### src/rtl/hpdcache_id_pool_arbiter.sv
// Shared transaction-identifier pool: round-robin allocation from a circular free-list,
// checked releases, and a drain sequence that waits for every identifier to come back.
module hpdcache_id_pool_arbiter #(
   parameter int unsigned NREQ = 2,
   parameter int unsigned NID  = 8,
   localparam int unsigned ID_W = $clog2(NID),
   localparam int unsigned RR_W = (NREQ > 1) ? $clog2(NREQ) : 1
) (
   input  logic            clk_i,
   input  logic            rst_i,
   input  logic [NREQ-1:0] alloc_req_i,
   output logic [NREQ-1:0] alloc_gnt_o,
   output logic [ID_W-1:0] alloc_id_o,
   input  logic            release_i,
   input  logic [ID_W-1:0] release_id_i,
   output logic            release_err_o,
   input  logic            drain_i,
   output logic            drained_o,
   output logic [ID_W:0]   free_cnt_o
);

   typedef enum logic {READY, DRAIN} state_e;

   state_e          state_q, state_d;
   logic [ID_W-1:0] fifo_q [NID];
   logic [ID_W-1:0] rptr_q, wptr_q;
   logic [ID_W:0]   count_q, count_d;
   logic [NID-1:0]  inuse_q, inuse_d;
   logic [RR_W-1:0] rr_q, win, idx;
   logic            found, pop, push, err_q;

   assign alloc_id_o    = fifo_q[rptr_q];
   assign free_cnt_o    = count_q;
   assign release_err_o = err_q;

   // Round-robin search starting at the pointer; the first requester found wins.
   always_comb begin
      alloc_gnt_o = '0;
      win         = '0;
      idx         = '0;
      found       = 1'b0;
      if (state_q == READY && count_q != '0) begin
         for (int i = 0; i < int'(NREQ); i++) begin
            idx = RR_W'((int'(rr_q) + i) % int'(NREQ));
            if (!found && alloc_req_i[idx]) begin
               found = 1'b1;
               win   = idx;
            end
         end
      end
      if (found) alloc_gnt_o[win] = 1'b1;
   end

   // A release only counts when the identifier is currently marked in use.
   always_comb begin
      pop     = found;
      push    = release_i && inuse_q[release_id_i];
      count_d = count_q + (ID_W+1)'(push) - (ID_W+1)'(pop);
      inuse_d = inuse_q;
      if (pop)  inuse_d[alloc_id_o]   = 1'b1;
      if (push) inuse_d[release_id_i] = 1'b0;
   end

   always_comb begin
      state_d   = state_q;
      drained_o = 1'b0;
      case (state_q)
         READY: if (drain_i) state_d = DRAIN;
         DRAIN: begin
            if (count_q == (ID_W+1)'(NID)) begin
               state_d   = READY;
               drained_o = 1'b1;
            end
         end
         default: state_d = READY;
      endcase
   end

   always_ff @(posedge clk_i or posedge rst_i) begin
      if (rst_i) begin
         for (int i = 0; i < int'(NID); i++) fifo_q[i] <= ID_W'(i);
         rptr_q  <= '0;
         wptr_q  <= '0;
         count_q <= (ID_W+1)'(NID);
         inuse_q <= '0;
         rr_q    <= '0;
         err_q   <= 1'b0;
         state_q <= READY;
      end else begin
         if (pop) begin
            rptr_q <= rptr_q + 1'b1;
            rr_q   <= (win == RR_W'(NREQ - 1)) ? '0 : win + 1'b1;
         end
         if (push) begin
            fifo_q[wptr_q] <= release_id_i;
            wptr_q         <= wptr_q + 1'b1;
         end
         count_q <= count_d;
         inuse_q <= inuse_d;
         err_q   <= release_i && !inuse_q[release_id_i];
         state_q <= state_d;
      end
   end

   a_gnt_onehot : assert property (@(posedge clk_i) disable iff (rst_i) $onehot0(alloc_gnt_o));
   a_cnt_range  : assert property (@(posedge clk_i) disable iff (rst_i) count_q <= (ID_W+1)'(NID));
   a_bitmap_cnt : assert property (@(posedge clk_i) disable iff (rst_i)
                                   $countones(inuse_q) == int'(NID) - int'(count_q));

endmodule

### config.mk
export PLATFORM = sky130hd
export DESIGN_NAME = hpdcache_id_pool_arbiter
export DESIGN_NICKNAME = d
export VERILOG_FILES = /design/src/rtl/hpdcache_id_pool_arbiter.sv
export SDC_FILE = /design/constraint.sdc
export NUM_CORES = 1
export LEC_CHECK = 0
export CELL_PAD_IN_SITES_DETAIL_PLACEMENT = 1
export CELL_PAD_IN_SITES_GLOBAL_PLACEMENT = 1
export CORE_MARGIN = 5
export CORE_UTILIZATION = 35
export DETAILED_ROUTE_END_ITERATION = 7
export GPL_TIMING_DRIVEN = 0
export PLACE_DENSITY_LB_ADDON = 0.2
export SYNTH_ARGS = -nofsm -noshare
export SYNTH_HDL_FRONTEND = slang
export SYNTH_SLANG_ARGS = --single-unit
### constraint.sdc
create_clock -name clk_i -period 2.85 [get_ports clk_i]
set_input_delay 0.855 -clock clk_i [delete_from_list [all_inputs] [get_ports clk_i]]
set_output_delay 0.855 -clock clk_i [all_outputs]
set_load 0.03 [all_outputs]
==> key figures <==
Logic synthesis
  • Synth cell types: 39
  • Syn nets: approximately 220
  • Synth Instances: approximately 200
  • Syn Std Cell Area: approximately 2300 sq um
  • YS warnings: 0
  • Syn avg cell area: between 10 and 15 sq um
  • Yosys reg bits: 45
  • Seq/Total Area, Yosys: a little under 50%

STA
  • Fmax: 0.355 GHz
  • Final clock skew: between 0.006 and 0.007 ns
  • RSZ-0062 raised after global routing: true
  • Slew @ Worst Pin: a little under 0.6 ns
  • Setup TNS: 0 ns
  • Slew Viols, Final: 0
  • Relative slew slack: between 60% and 70%
  • Final worst path period share: a little over nine tenths
  • Minimum clock period: about 2.8 ns
  • Setup-failing EPs final: 0
  • Fin. Hold Viols: 0

Setup path
  • CP Launch Type: primary input
  • Critical path peak fanout: 3
  • Critical path endpoint category: output port
  • Worst EP required: roughly 2 ns
  • Crit path arrival time: between 1.5 and 2 ns
  • CP Class: in -> out
  • Cells on worst reg2reg path: 9

Routing
  • Pre-Repair DR Iteration Count: 4
  • WL per Instance: between 15 and 20 microns
  • Total number of vias: about 1600
  • DRC violations left: 0
  • Routed wire length: a little over 5 mm
  • 1st-iter DRT viols: 63
  • Via-to-Cell Ratio: approximately 5.2
  • Antenna viol nets, final: 0

Flow run
  • Max-cap violations: 0

Clock tree
  • Num CTS Buffers: 5
  • Worst-Skew Late Latency: around 0.30 ns
  • CTS tree: yes
  • CTS H-tree depth: 2
  • Clock sink count: between 40 and 50
  • Clk slew on worst S/H paths: approximately 0.08 ns
  • Cts hold-fix bufs: 0
  • Clk buf depth: 2
  • Root Buffer: clkbuf_8

GRT
  • Remaining Overflow, GRT: 0
  • Global Route Usage Sum: a little over an eighth
  • First-pass GRT wire length: a little under 9 mm
  • Largest net degree at the start of global routing: 40
  • Vias in the first global route: about 1700
  • Initial antenna violation count: 0

Floorplan
  • Die area: around 8400 sq um
  • Ports: 20
  • Starting Density: around 36%
  • Die H: 91.5 microns
  • Total core area: 6420 sq um
  • Die W: a little over 90 microns
  • Rows: 29

Placed design
  • IO Port Bufs: 16
  • Placed cells: 292
  • Routability cong.: around 0.76
  • Final HPWL DP: about 3.7 mm

Power and ir drop
  • Switching power: between 1 and 1.5 mW
  • Cell Pwr Density: approximately 1100 nW/um^2
  • Comb pwr share: 48.4%
  • Clock power frac: about an eighth
  • Flop pwr share: between 30% and 40%
  • Switching portion of total power: 39.5%
  • Internal cell power: 1.86 mW
  • VDD IR-drop max: ~0.00047 V
  • Leak: about 1.2 nW

Run status
  • Status: finished, final reports clean

Cells and area
  • Final Non-Filler Cells: 300
  • Most frequent cells in the layout: dfrtp_1 (32), mux2_2 (18), nor2_1 (16)
  • Share of post-route cells with drive strength above 1: between 20% and 30%
  • Nets: between 200 and 250
  • Commonest non-fill, non-tap cell in the layout: dfrtp_1
  • Area Overhead vs Synth: 16.0%
  • Diode count: 0

Worst hold path
  • Hold crit path type: reg -> reg
  • WHS Path Cells: 1
## power groups by stage
stage	combinational [mW]	sequential (mW)	clock, mW
after global routing	1.66	1.24	0.432
after detailed placement	1.54	1.18	0
final	1.49	1.20	0.387
after floorplan	1.05	1.18	0
after global placement	1.50	1.16	0
after CTS	1.51	1.21	0.403
## registers in the layout, summed over array words and instances, names as in the netlist
signal,flops
wptr_q,3
rptr_q,3
release_err_o,1
state_q,1
free_cnt_o,4
fifo_q,24
rr_q,1
inuse_q,8
## timing repair
item                       CTS  global route
gates resized for setup     25             6
setup buffers                1             1
setup endpoints to repair    5             8
cloned                       0             0
pin swaps                    1             1
## synth_stat cells
master | n | area (sq um)
a22oi_1 | 1 | 7.51
nor3_1 | 2 | 10.0
nand4_4 | 1 | 21.3
xor2_1 | 1 | 8.76
and4b_1 | 1 | 10.0
nor2_1 | 16 | 60.1
inv_2 | 1 | 3.75
fa_1 | 1 | 20.0
a21oi_1 | 11 | 55.1
mux2i_1 | 8 | 80.1
buf_1 | 1 | 3.75
clkbuf_1 | 8 | 30.0
a211oi_1 | 2 | 15.0
buf_2 | 2 | 10.0
nand2_1 | 15 | 56.3
nor2b_1 | 4 | 25.0
nand3b_1 | 3 | 22.5
a21o_1 | 1 | 7.51
ha_1 | 7 | 87.6
and3_1 | 2 | 12.5
dfstp_2 | 13 | 342
xnor2_1 | 5 | 43.8
nand3_1 | 4 | 20.0
a31oi_1 | 6 | 37.5
o21ai_0 | 1 | 5.00
a211o_1 | 1 | 8.76
and2_1 | 2 | 12.5
buf_6 | 1 | 11.3
mux2_4 | 3 | 45.0
a41oi_1 | 2 | 17.5
mux2_2 | 18 | 203
inv_1 | 9 | 33.8
mux4_2 | 4 | 90.1
and4_1 | 1 | 8.76
dfrtp_1 | 32 | 801
or4b_4 | 1 | 13.8
a31oi_4 | 1 | 21.3
a2bb2oi_1 | 1 | 8.76
mux2_1 | 5 | 56.3
## kinds of logic after synthesis
kind of cell | count (synthesis) | share of synthesized area [%]
AO/OA/AOI/OAI | 27 | 7.91
flip-flops | 45 | 49.1
multiplexers | 38 | 20.4
AND/OR/NAND/NOR | 52 | 11.7
adder cells (fa/ha/maj) | 8 | 4.63
buffers and inverters | 22 | 3.98
XOR/XNOR | 6 | 2.26
## worst paths after layout
| check | from | end | slack [ns] |
|---|---|---|---|
| min in group asynchronous | rst_i | inuse_q[1] | 0.76 |
| worst max-delay path | alloc_req_i[0] | alloc_gnt_o[0] | 0.04 |
| worst min-delay path | fifo_q[23] | fifo_q[23] | 0.50 |
| worst max register to register | free_cnt_o[3] | free_cnt_o[1] | 0.37 |
| worst min register to register | fifo_q[23] | fifo_q[23] | 0.50 |
| max in group asynchronous | rst_i | fifo_q[5] | 1.58 |
## critical path, cell delays in order
cell,delay [ns]
clkdlybuf4s50_1,0.48
inv_1,0.04
o21ai_0,0.24
a211oi_2,0.08
nor2_1,0.10
buf_4,0.16
## metrics by stage
step	util, %	cell area (sq um)	hold WS (ns)	setup WS (ns)	total power [mW]
floorplan	-	2330	0.459	0.167	2.23
global placement	40.3	2590	0.470	-0.542	2.66
detailed placement	40.6	2610	0.484	-0.540	2.71
CTS	42.0	2700	0.503	-0.00708	3.12
global route	42.0	2700	0.506	-0.120	3.34
finish	42.0	2700	0.499	0.0359	3.08
## final cells by class
cell class | count | area [sq um]
flip-flops and latches | 45 | 1140
multi-input cells | 131 | 1110
inverters | 10 | 37.5
clock buffers | 8 | 80.1
well taps | 77 | 96.3
plain buffers | 10 | 57.6
fillers | 700 | 3720
repair buffers | 19 | 175
## per-layer routing
layer | global-route usage, % | wire (microns) | up-vias | part of all wire [%]
met5 | 0 | 0 | - | 0
met4 | 3.39 | 59 | 0 | 1.2
met3 | 3.80 | 143 | 7 | 2.8
met2 | 21.1 | 2350 | 15 | 46
met1 | 18.6 | 2550 | 787 | 50
li1 | - | - | 745 | -
No activity file was read; power rests on OpenSTA's default activity.
==> edit 1: new RTL, same flow settings <==
Put one more register stage on the output `release_err_o`, cleared by the reset. The value now appears one clock later. The other outputs are not delayed to match.
--- a/src/rtl/hpdcache_id_pool_arbiter.sv
+++ b/src/rtl/hpdcache_id_pool_arbiter.sv
@@ -32,5 +32,11 @@
    assign alloc_id_o    = fifo_q[rptr_q];
    assign free_cnt_o    = count_q;
-   assign release_err_o = err_q;
+   always_ff @(posedge clk_i or posedge rst_i) begin
+      if (rst_i) begin
+         release_err_o <= '0;
+      end else begin
+         release_err_o <= err_q;
+      end
+   end
 
    // Round-robin search starting at the pointer; the first requester found wins.
Behaviour: not the same (Yosys sat finds a counterexample within 4 cycles, from zero or initial values and one cycle with rst_i high).
==> edit 1 against the unedited design <==
- sequential share of layout area grew 0.24 points
- utilization grew 0.44 points
- die area is 0.96% higher
- synthesized area is 1.1% higher
- sequential cell count grew 1
- total power barely moved
- design area increased by 1.6%
- largest cell class unchanged
- wire length up 0.12%
- synthesized cell count increased by 0.51%
- worst setup slack gained 0.052 ns
- critical path depth fell by 2
==> edit 1: results (changes against the unedited design) <==
| Metric | Value |
|---|---|
| Status | completed |
| Post-DP HPWL | 3.74 mm (+0.78%) |
| H-tree depth | 2 (unchanged) |
| WHS Endpoint | release_err_o |
| Worst vdd ir | 0.383 mV (-18%) |
| Port Buf Inserts | 16 (unchanged) |
| Placer congestion estimate | 0.729 (-4.1%) |
| Worst-skew pair later-pin latency | 0.29 ns |
| Max reg flops | 24 (unchanged) |
| Top cells by area, synth | dfrtp_1, dfstp_2, mux2_2 |
| Post-synth cell types | 39 (unchanged) |
| Top reg by flops | fifo_q |
| Largest net degree at the start of global routing | 38 (-5.0%) |
| Register area share after synthesis | 49.7% (+0.54 points) |
| Hold Crit Start | err_q |
| R2R cell count | 11 (+2) |
| DR WL/cell | 16.9 µm (-0.21%) |
| Syn_nets | 216 (+0.47%) |
| FF-to-FF setup slack | 0.59 ns (+0.22 ns) |
| CP Max Fanout | 9 (+6) |
| Nets | 240 (+0.42%) |
| Vias in the first global route | 1693 (+0.59%) |
| Clock skew | 0.00494 ns (-0.00129 ns) |
| Clock Root Buffer | clkbuf_8 |
| Worst slew pin tran | 0.502 ns (-0.0798 ns) |
| Ys Warns | 0 (unchanged) |
| Worst EP arrival | 1.91 ns (-0.05 ns) |
| FILL cells | 704 (+0.57%) |
| GRT Overall Usage | 13.2% (-0.38 points) |
| Worst r2r src | free_cnt_o[3] |
| Fraction of layout cells with a size suffix above 1 | 29.0% (+1.7 points) |
| Drt pass-1 iters | 4 (unchanged) |
| Top cell type by total area after synthesis | dfrtp_1 |
| Hold depth | 0 (-1) |
| Via count | 1559 (+0.32%) |
| Reg-to-reg endpoint | free_cnt_o[1] |
| DRT iter0 DRCs | 51 (-19%) |
| Worst hold slack | 0.360 ns (-0.140 ns) |
| Leakage power | 0.00121 µW (+2.9%) |
| Synth cell count leaders | dfrtp_1, mux2_2, nor2_1 |
| First-pass GRT wire length | 8.87 mm (+0.95%) |
==> edit 1: cell count changes in the layout (fill, tap and decap cells not counted) <==
cell / unedited run / this run
o21ai_2: 0 / 1
nor2_2: 0 / 2
dlymetal6s2s_1: 0 / 2
nor2_1: 16 / 14
o21ai_0: 1 / 0
clkbuf_4: 0 / 1
buf_4: 4 / 3
clkdlybuf4s50_1: 11 / 9
a211oi_2: 1 / 2
a211oi_1: 1 / 0
dfrtp_1: 32 / 33
==> edit 1: worst max path at each step <==
stage	to	startpoint	depth (start not counted)
floorplan	alloc_gnt_o[0]	alloc_req_i[0]	4
global placement	alloc_gnt_o[0]	alloc_req_i[0]	5
detailed placement	alloc_gnt_o[0]	alloc_req_i[1]	5
CTS	alloc_id_o[2]	rptr_q[0]	5
global route	alloc_id_o[1]	rptr_q[0]	4
finish	alloc_id_o[1]	rptr_q[0]	4
==> edit 1: metrics by stage <==
stage | utilization, % | power (µW) | std cells | setup slack (ns) | area [µm²]
floorplan | - | 2250 | 199 | 0.167 | 2360
global placement | 40.4 | 2680 | 292 | -0.561 | 2610
detailed placement | 40.8 | 2720 | 293 | -0.570 | 2630
CTS | 42.1 | 3120 | 300 | 0.00565 | 2720
global route | 42.4 | 3330 | 301 | 0.00637 | 2740
finish | 42.4 | 3080 | 301 | 0.0879 | 2740
==> edit 1: worst max-delay path, stage by stage, from the launching register on <==
cell	delay, ns
dfrtp_1	0.38
buf_8	0.16
mux4_2	0.52
mux2_2	0.34
buf_2	0.20
==> edit 1: power breakdown <==
part           internal [µW]  switching (µW)
Combinational            689             788
Sequential              1000             221
Clock                    174             204
Total                   1870            1210
==> edit 1: per-layer routing <==
layer | global-route usage, % | routed length [µm] | vias to the layer above | part of all wire [%]
met4 | 3.34 | 56 | 0 | 1.1
met5 | 0 | 0 | - | 0
met2 | 21.2 | 2430 | 20 | 48
met1 | 18.1 | 2460 | 786 | 48
li1 | - | - | 748 | -
met3 | 2.86 | 148 | 5 | 2.9
==> edit 1: area by class of cell <==
class                           count  area share, %
Inverter                           10           1.37
Buffer                             10           2.19
Sequential cell                    46           42.6
Tap cell                           77           3.51
Timing Repair Buffer               19           6.48
Clock buffer                        8           2.92
Multi-Input combinational cell    131           40.9
==> edit 1: kinds of logic (layout without fill, tap and decap cells) <==
family                   after synthesis  after routing  share of synthesized area [%]
flip-flops                            46             46                           49.7
buffers and inverters                 22             47                           3.94
adder cells (fa/ha/maj)                8              8                           4.58
AND/OR/NAND/NOR                       52             52                           11.6
AO/OA/AOI/OAI                         27             27                           7.82
multiplexers                          38             38                           20.2
XOR/XNOR                               6              6                           2.24
==> edit 1: timing repair <==
action	in CTS	in global routing
endpoints found under the setup margin	5	7
hold buffers	0	0
gates resized for setup	24	13
setup buffers	1	1
pin swaps	1	3
==> edit 2: new RTL, same flow settings <==
Without the edit above. `NREQ`: 2 -> 4.
--- a/src/rtl/hpdcache_id_pool_arbiter.sv
+++ b/src/rtl/hpdcache_id_pool_arbiter.sv
@@ -2,5 +2,5 @@
 // checked releases, and a drain sequence that waits for every identifier to come back.
 module hpdcache_id_pool_arbiter #(
-   parameter int unsigned NREQ = 2,
+   parameter int unsigned NREQ = 4,
    parameter int unsigned NID  = 8,
    localparam int unsigned ID_W = $clog2(NID),
Ports: changed (resized alloc_gnt_o and alloc_req_i); port bits go from 20 to 24. The function was not compared with the original's and may differ.
==> edit 2 against the unedited design <==
- sequential share of layout area decreased by 6.9 points
- critical endpoint unchanged
- largest cell class is now multi-input gates
- register-to-register slack got worse by 0.24 ns
- the run now ends with negative setup slack left
- combinational power increased by 15%
- wire length increased by 17%
- total power increased by 9.4%
- synthesized area increased by 9.4%
- sequential cell count increased by 1
- worst setup slack got worse by 0.18 ns
- highest routed layer unchanged
- design area increased by 22%
==> edit 2: results (changes against the unedited design) <==
| Metric | Value |
|---|---|
| Status | complete, but fails checks |
| Failing checks | negative setup slack |
| Worst slew pin tran | 0.559 ns (-0.0234 ns) |
| Adder-cell share of the synthesized area | 6.20% (+1.6 points) |
| Post-DP HPWL | 4.20 mm (+13%) |
| Total routed wirelength | 5.97 mm (+17%) |
| Post-synthesis compound-gate area fraction | 11.4% (+3.5 points) |
| Placed instance count | 335 (+15%) |
| Max reg flops | 24 (unchanged) |
| FF-to-FF setup slack | 0.13 ns (-0.24 ns) |
| Min-Delay Path Class | register to register |
| Register area share after synthesis | 45.9% (-3.2 points) |
| Synth Flop Type | dfrtp_1 |
| Synth Area in XOR/XNOR | 2.07% (-0.19 points) |
| DRT iter0 DRCs | 38 (-40%) |
| Leakage power | 0.00148 µW (+26%) |
| Top reg by flops | fifo_q |
| Post-synth cell types | 46 (+18%) |
| Clk buf depth | 2 (unchanged) |
| Ys async rst share | 100% (unchanged) |
| GRT Overall Usage | 14.4% (+0.86 points) |
| Clock Root Buffer | clkbuf_8 |
| Clock transition at path regs | 0.09 ns |
| Syn_nets | 236 (+9.8%) |
| Initial antenna violation count | 0 (unchanged) |
| Syn avg cell area | 11.9 µm² (+1.7%) |
| Total CTS buffers | 5 (unchanged) |
| First-pass GRT wire length | 9.94 mm (+13%) |
| Clock skew | 0.0155 ns (+0.00926 ns) |
| Post-synthesis mux area share | 19.3% (-1.1 points) |
| Via count | 1810 (+16%) |
| N_diodes | 0 (unchanged) |
| Nets | 283 (+18%) |
| Largest net degree at the start of global routing | 39 (-2.5%) |
| Switching Share | 39.1% (-0.44 points) |
| CP Max Fanout | 4 (+1) |
| Final worst slack | -0.146 ns (-0.182 ns) |
| Total negative setup slack | -0.541 ns (-0.541 ns) |
| Port Buf Inserts | 22 (+6) |
| Drt pass-1 iters | 4 (unchanged) |
| Fraction of layout cells with a size suffix above 1 | 44.8% (+17 points) |
| Post-place setup slack | -1.50 ns (-0.963 ns) |
| Synth cell count leaders | dfrtp_1, mux2_2, nor2_1 |
| Worst-skew pair later-pin latency | 0.31 ns |
| Fin cells | 360 (+20%) |
| Worst EP arrival | 2.14 ns (+0.18 ns) |
| Placer congestion estimate | 0.749 (-1.5%) |
| Vias in the first global route | 1911 (+14%) |
| H-tree depth | 2 (unchanged) |
| Worst hold slack | 0.493 ns (-0.00615 ns) |
| Setup violations, final | 4 (+4) |
| Top cells by area, synth | dfrtp_1, dfstp_2, mux2_2 |
| Worst vdd ir | 0.521 mV (+11%) |
| Ys Warns | 0 (unchanged) |
## edit 2: changes by cell type after synthesis, moves of 3 or more
cell	unedited run	this run
nand2_1	15	7
inv_1	9	12
ha_1	7	11
nand3_1	4	1
mux2_4	3	6
mux2i_1	8	4
and2_1	2	7
or3_1	0	4
## edit 2: final timing paths
check | end | start | depth (start not counted)
min in group asynchronous | free_cnt_o[0] | rst_i | 2
hold reg to reg | fifo_q[21] | fifo_q[21] | 1
setup reg to reg | inuse_q[1] | free_cnt_o[3] | 16
hold / removal | fifo_q[21] | fifo_q[21] | 1
max in group asynchronous | fifo_q[16] | rst_i | 3
setup / recovery | alloc_gnt_o[0] | alloc_req_i[2] | 10
## edit 2: area by class of cell
cell class | instances | area (µm²)
fill | 781 | 3880
multi-input combinational | 147 | 1430
sequential | 46 | 1170
timing repair buffer | 42 | 377
tap | 99 | 124
clock buffer | 7 | 96.3
inverter | 12 | 47.5
buffer | 6 | 42.5
clock inverter | 1 | 8.76
## edit 2: cell families after synthesis
| logic type | Yosys count |
|---|---|
| adder cells (fa/ha/maj) | 12 |
| flip-flops | 46 |
| AND/OR/NAND/NOR | 50 |
| AO/OA/AOI/OAI | 41 |
| multiplexers | 38 |
| buffers and inverters | 20 |
| XOR/XNOR | 6 |
## edit 2: what timing repair did
| item | in CTS | in global routing |
|---|---|---|
| gates resized for setup | 90 | 18 |
| endpoints found under the setup margin | 25 | 17 |
| buffers inserted | 15 | 4 |
| pin swaps | 11 | 9 |
## edit 2: critical path, stage by stage
cell and delay [ns]:
buf_6 0.11, nor2_4 0.15, nor2_1 0.06, a31oi_1 0.14
nor2_1 0.07, o211ai_1 0.18, buf_4 0.16, ha_2 0.16
and2_4 0.13, buf_6 0.12
## edit 2: routing by layer
layer / share of wire (%) / global-route usage, %
met4: 1.5 / 4.69
met5: 0 / 0
met3: 2.0 / 2.92
met1: 49 / 20.4
met2: 47 / 22.0
## edit 2: power by group through the flow
| stage | Sequential, µW | Combinational (µW) | Clock [µW] |
|---|---|---|---|
| after global placement | 1160 | 1460 | 0 |
| after CTS | 1210 | 1630 | 478 |
| after global routing | 1250 | 1870 | 509 |
| after detailed placement | 1170 | 1500 | 0 |
| final | 1200 | 1710 | 458 |
| after floorplan | 1180 | 1020 | 0 |
## edit 2: stage by stage
step           instance area, µm²  utilization, %
2_1_floorplan                2550               -
3_3_place_gp                 2890            40.3
3_5_place_dp                 2910            40.6
4_1_cts                      3210            44.7
5_1_grt                      3300            45.9
6_report                     3300            45.9
